--- src/rtl/apb4_mem_slave.sv ---
// APB4 scratchpad memory slave with byte strobes, wait states and error/violation reporting.
// Optional build macro APB_MEM_WPROT_EN makes the lowest WPROT_WORDS words read-only.
module apb4_mem_slave #(
  parameter int unsigned DATA_WIDTH  = 32,
  parameter int unsigned MEM_DEPTH   = 16,
  parameter int unsigned PADDR_W     = 12,
  parameter int unsigned WAIT_STATES = 0,
  parameter int unsigned WPROT_WORDS = 4
) (
  input  logic                    pclk_i,
  input  logic                    preset_i,
  input  logic                    psel_i,
  input  logic                    penable_i,
  input  logic                    pwrite_i,
  input  logic [PADDR_W-1:0]      paddr_i,
  input  logic [DATA_WIDTH-1:0]   pwdata_i,
  input  logic [DATA_WIDTH/8-1:0] pstrb_i,
  output logic [DATA_WIDTH-1:0]   prdata_o,
  output logic                    pready_o,
  output logic                    pslverr_o,
  output logic [7:0]              viol_cnt_o
);

  localparam int unsigned NB  = DATA_WIDTH / 8;
  localparam int unsigned OFF = $clog2(NB);
  localparam int unsigned IW  = PADDR_W - OFF;
  localparam int unsigned MIW = (MEM_DEPTH > 1) ? $clog2(MEM_DEPTH) : 1;

`ifdef APB_MEM_WPROT_EN
  localparam bit WprotEn = 1'b1;
`else
  localparam bit WprotEn = 1'b0;
`endif

  typedef enum logic [0:0] {StIdle, StAccess} state_e;

  state_e                  state_q;
  logic [3:0]              wcnt_q;
  logic [PADDR_W-1:0]      addr_q;
  logic                    write_q;
  logic [DATA_WIDTH-1:0]   wdata_q;
  logic [NB-1:0]           strb_q;
  logic [7:0]              viol_q;
  logic [DATA_WIDTH-1:0]   mem [MEM_DEPTH];

  logic [IW-1:0]  idx;
  logic [31:0]    idx_ext;
  logic [MIW-1:0] mem_idx;
  logic           misal_err;
  logic           range_err;
  logic           wprot_err;
  logic           err;
  logic           ready;
  logic           viol;

  assign idx     = addr_q[PADDR_W-1:OFF];
  assign idx_ext = 32'(idx);
  assign mem_idx = MIW'(idx_ext);

  if (OFF > 0) begin : g_align
    assign misal_err = |addr_q[OFF-1:0];
  end else begin : g_noalign
    assign misal_err = 1'b0;
  end

  assign range_err = (idx_ext >= MEM_DEPTH);
  assign wprot_err = WprotEn && write_q && (idx_ext < WPROT_WORDS);
  assign err       = range_err | misal_err | wprot_err;

  assign ready = (state_q == StAccess) && (wcnt_q == 4'd0);

  // Setup-less enable in idle, or a dropped strobe before completion.
  assign viol = ((state_q == StIdle) && psel_i && penable_i) ||
                ((state_q == StAccess) && !(psel_i && penable_i));

  assign pready_o   = ready;
  assign pslverr_o  = ready & err;
  assign prdata_o   = (ready && !write_q && !err) ? mem[mem_idx] : '0;
  assign viol_cnt_o = viol_q;

  always_ff @(posedge pclk_i) begin
    if (preset_i) begin
      state_q <= StIdle;
      wcnt_q  <= 4'd0;
      addr_q  <= '0;
      write_q <= 1'b0;
      wdata_q <= '0;
      strb_q  <= '0;
      viol_q  <= 8'd0;
      mem     <= '{default: '0};
    end else begin
      if (viol && (viol_q != 8'hFF)) begin
        viol_q <= viol_q + 8'd1;
      end
      unique case (state_q)
        StIdle: begin
          if (psel_i && !penable_i) begin
            addr_q  <= paddr_i;
            write_q <= pwrite_i;
            wdata_q <= pwdata_i;
            strb_q  <= pstrb_i;
            wcnt_q  <= 4'(WAIT_STATES);
            state_q <= StAccess;
          end
        end
        StAccess: begin
          if (!(psel_i && penable_i)) begin
            state_q <= StIdle;
          end else if (wcnt_q != 4'd0) begin
            wcnt_q <= wcnt_q - 4'd1;
          end else begin
            if (write_q && !err) begin
              for (int unsigned b = 0; b < NB; b++) begin
                if (strb_q[b]) mem[mem_idx][8*b +: 8] <= wdata_q[8*b +: 8];
              end
            end
            state_q <= StIdle;
          end
        end
        default: state_q <= StIdle;
      endcase
    end
  end

endmodule

--- config.mk ---
export PLATFORM = sky130hd
export DESIGN_NAME = apb4_mem_slave
export DESIGN_NICKNAME = d
export VERILOG_FILES = /design/src/rtl/apb4_mem_slave.sv
export SDC_FILE = /design/constraint.sdc
export NUM_CORES = 1
export LEC_CHECK = 0
export CORE_MARGIN = 2
export CORE_UTILIZATION = 50
export DETAILED_ROUTE_END_ITERATION = 8
export DONT_BUFFER_PORTS = 1
export PLACE_DENSITY = 0.71
export SLEW_MARGIN = 20
export SYNTH_ARGS = -nofsm -noshare
export SYNTH_HDL_FRONTEND = slang
export SYNTH_SLANG_ARGS = --single-unit
--- constraint.sdc ---
create_clock -name pclk_i -period 2.3 [get_ports pclk_i]
set_input_delay 0.46 -clock pclk_i [delete_from_list [all_inputs] [get_ports pclk_i]]
set_output_delay 0.46 -clock pclk_i [all_outputs]
set_load 0.005 [all_outputs]
# Yosys cells after proc, flatten, opt, wreduce, memory -nomap -nowiden
# Cells that the tools add are included.
classes:
  addsub: 2
  n_lt_le_gt_ge: 3
  n_eq_ne: 4
  muxes: 43
  bitwise: 5
  reduce_logical: 22
op_table:
  columns: ["operator", "count"]
  rows:
  - ["$mux W512", 19]
  - ["$bwmux W512", 4]
  - ["$demux W32 S4", 4]
  - ["$bmux W32 S4", 1]
  - ["$mux W32", 4]
  - ["$mux W24", 1]
  - ["$mux W16", 1]
  - ["$mux W4", 3]
  - ["$logic_and A1 B1 Y1", 11]
  - ["$ge A10 B5 Y1 const B", 1]
  - ["$add A8 B1 Y8 const B", 1]
  - ["$mux W8", 1]
  - ["$ne A8 B8 Y1 const B", 1]
  - ["$pmux W4 S2", 1]
  - ["$ne A2 B1 Y1 const B", 3]
  - ["$ge A5 B5 Y1 const B", 1]
  - ["$lt A5 B1 Y1 const B", 1]
  - ["$not A4 Y5", 1]
  - ["$logic_not A1 Y1", 4]
  - ["$logic_not A4 Y1", 1]
  - ["$reduce_and A4 Y1", 1]
  - ["$reduce_bool A4 Y1", 1]
  - ["$sub A4 B1 Y4 const B", 1]
  - ["$mux W1", 3]
  - ["8 further kinds", 9]
word_totals:
  ff_bits: 574
  in_bits: 53
  output_inout_bits: 42

# Depth between registers and ports, before layout
logic_depth:
  ltp_word: 28
  ltp_mapped: 9
  depth_no_buf: 7

# Worst setup path after synthesis
# OpenSTA, ideal clock, no wires.
synth_path:
  path_kind: "register -> output"
  from: "register addr_q[7]"
  to: "output port prdata_o[10]"
  arrival_ps: 1997
  t_required_ps: 1840
  path_slack_ps: -157
  path_stages_with_launch: 8
  n_path_buf: 3
  cell_sequence: "dfxtp_1 -> or4_1 -> buf_4 -> buf_6 -> nor4_1 -> nand2b_1 -> clkbuf_1 -> o22ai_1"
synth_between:
  elab_chain_cells: 5
synth_lines:
  columns: ["item", "line_no", "text"]
  rows:
  - ["start, declared", "39", "logic [PADDR_W-1:0] addr_q;"]
  - ["start signal, assigned", "98", "addr_q <= paddr_i;"]
  - ["$ge A10 B5 Y1", "66", "assign range_err = (idx_ext >= MEM_DEPTH);"]
  - ["$or A1 B1 Y1", "68", "assign err = range_err | misal_err | wprot_err;"]
  - ["$logic_not A1 Y1", "78", "assign prdata_o = (ready && !write_q && !err) ? mem[mem_idx] : '0;"]
  - ["$logic_and A1 B1 Y1", "78", null]
  - ["$mux W32", "78", null]
  - ["end, declared", "18", "output logic [DATA_WIDTH-1:0] prdata_o,"]
# No other way between the ends.

# Worst setup path in the final report
layout_path:
  from: "register addr_q[9]"
  to: "output port prdata_o[25]"
# Same word-level chain as after synthesis.

==> impl_metrics.tcl <==
set metrics [dict create \
    drt-total-wl_um 67300 \
    nNetsFinal 2494 \
    p_comb_frac 0.050 \
    power_frac_clock 0.473 \
    min_path_type "input port to register" \
    ant_nets 0 \
    async_reset_ff_frac 0 \
    placed_area_sq_mm 0.0281 \
    fp.coreArea_sq_mm 0.0526 \
    synth_area_leader_cell "dfxtp_1" \
    vdd_drop_max_mv 0.647 \
    n_antenna_cell 0 \
    drt_iter0_markers 1388 \
    grt_pass1_vias 18100 \
    fp.dieW_um 235 \
    max_freq_mhz 323 \
    p_switching_mw 4.56 \
    cts.sinks 574 \
    cts_tree "built" \
    final_hold_viol_count 0 \
    p_sw_frac 0.216 \
    syn_inst 2378 \
    start_util 0.506 \
    seq_area_frac_synth 0.433 \
    drc_errors 0 \
    slew_headroom 0.399 \
    synth-edff-count 0 \
    yosysWarnings 0 \
    synth_ff_type "dfxtp_1" \
    synthMuxAreaShare 0.326 \
    worst-endpoint-arrival_ns 2.64 \
    max-cap-violations 0 \
    clock_latency_ns 0.62 \
    powerDensity_mw_per_mm2 655 \
    clk_pin_slew_worst_paths_ns 0.06 \
    io_buffers 0 \
    startpoint_type "register" \
    setup_viol 398 \
    synth-seq-cells 574 \
    intPower_mw 16.5 \
    dp_hpwl_um 39700 \
    syn_nets 2434 \
    io_pins 95 \
    timing.final.ws_setup_ns -0.796 \
    synthTopCellsByArea "dfxtp_1, mux2i_1, nand2b_1" \
    status "complete, but fails checks" \
    rsz0062_at_grt "yes" \
    drv_slew 0 \
    yosysMostFrequentCell "mux2i_1" \
    synth_xor_xnor_area_share 0.000989 \
    routed_via_density 5.61 \
    yosys-top-cells-count "mux2i_1, dfxtp_1, nand2b_1" \
    critPathKind "register to output port" \
    grt_max_degree 576 \
    rows 84 \
    pre_cts_ws_ns -0.352 \
    period_share 1.35 \
    synthAdderAreaFrac 0.00141 \
    synth_cell_types 54 \
    fp.dieH_um 235 \
    cp.required_ns 1.84 \
    gr-total-overflow 0 \
    violations "setup timing" \
    synth_compound_area_frac 0.0224 \
    hold_ws_ns 0.0309 \
    synthSimpleGateAreaFrac 0.185 \
    grt_pass1_wl_um 103000 \
    crit_path_end_kind "output port" \
    place_congestion 0.785 \
    root_buffer "clkbuf_16" \
    die_area_sq_mm 0.0550 \
    tightest_slew_ns 0.901 \
    grt_antenna_before_repair 1 \
    cts_buffer_depth 3 \
    final.setup.tns_ns -61.89 \
    skew_ns 0.0120 \
    syn_area_sq_mm 0.0266 \
    p_leak_nw 13.8 \
    p_seq_frac 0.477 \
    grt.total_usage 0.240 \
    dr_total_vias 17800 \
    cts_max_level 2 \
    period_minus_slack_ns 3.10 \
    fin_area_sq_mm 0.0322 \
    cts_buffers 59 \
    dr.pass1.iters 7 \
    wl_per_cell_um 21.2 \
    synth_top_family_by_area "multiplexers" \
    area_delta_synth_final_pct 21.0 \
    synth_top_area_share 0.433 \
    synth.avg_cell_area_sq_um 11.2 \
    final_layout_size_suffix_gt1_frac 0.210 \
    cp_max_fo 6 \
]
[worst max-delay path, stage by stage (launching register included)]
cell     delay [ns]
dfxtp_1        0.31
or4_4          0.58
nor4_4         0.32
buf_4          0.19
nand2_8        0.11
buf_12         0.18
o22ai_4        0.19
buf_6          0.12
[worst paths after layout]
check | startpoint | to | slack [ns] | cells after the start
worst max register to register | addr_q[9] | mem[209] | -0.20 | 10
worst min-delay path | pwdata_i[22] | wdata_q[22] | 0.03 | 2
worst min register to register | strb_q[2] | strb_q[2] | 0.45 | 2
worst max-delay path | addr_q[9] | prdata_o[25] | -0.80 | 7
[cell usage in the layout, fill, tap and decap left out, types with 10 or more instances in the layout]
master and count:
nand2_8 25, clkbuf_8 11, mux4_2 126, o22ai_4 24, clkinv_2 16, nand3_4 10
nand2_4 14, dfxtp_1 570, mux2i_1 573, buf_6 53, buf_4 49, buf_12 49
nor4_4 12, a21oi_1 52, nand2b_1 544, clkbuf_16 65, nand2_1 106, dlygate4sd3_1 43
[kinds of logic (layout without fill, tap and decap cells)]
logic type	count (synthesis)	in the layout
fa+ha+maj	3	3
simple gates	781	781
flops	574	574
buf+inv	208	314
compound gates	102	102
mux	707	707
xor+xnor	3	3
[state kept, by name, summed over array words and instances, names as in the netlist]
signal / cells
state_q: 1
addr_q: 12
wdata_q: 32
write_q: 1
mem: 512
wcnt_q: 4
viol_cnt_o: 8
strb_q: 4
[cell type report]
class                           instances  area (sq um)
Fill cell                            4080         20400
Multi-Input combinational cell       1596         15200
Sequential cell                       574         11500
Timing Repair Buffer                  202          2550
Clock buffer                           81          1710
Tap cell                              688           861
Clock inverter                         26           317
Inverter                                5          18.8
[power groups by stage]
stage / Combinational (mW) / Sequential, mW / Clock [mW]
6_report: 1.06 / 10.0 / 9.95
4_1_cts: 0.990 / 10.0 / 10.1
3_3_place_gp: 0.830 / 10.3 / 0
5_1_grt: 1.11 / 10.0 / 10.5
2_1_floorplan: 0.746 / 10.2 / 0
3_5_place_dp: 0.843 / 10.3 / 0
[metrics by stage]
stage / util / cells / power [mW]
after floorplan: - / 2378 / 11.0
after global placement: 0.535 / 2993 / 11.1
after detailed placement: 0.535 / 2993 / 11.1
after CTS: 0.595 / 3160 / 21.1
after global routing: 0.612 / 3172 / 21.7
final: 0.612 / 3172 / 21.0
[routing by layer]
layer | up-vias | wire length, um | global-route usage
li1 | 8381 | - | -
met1 | 8947 | 30300 | 0.328
met2 | 380 | 31800 | 0.385
met3 | 98 | 3380 | 0.0447
met4 | 2 | 1830 | 0.0749
met5 | - | 8 | 0
[timing repair]
action	in CTS	in global routing
setup endpoints to repair	457	547
pin swaps	8	41
endpoints found under the hold margin	46	0
cloned	0	4
hold buffers	44	0
gates resized for setup	103	121
buffers inserted	16	9
Power figures use the tool's default switching activity.
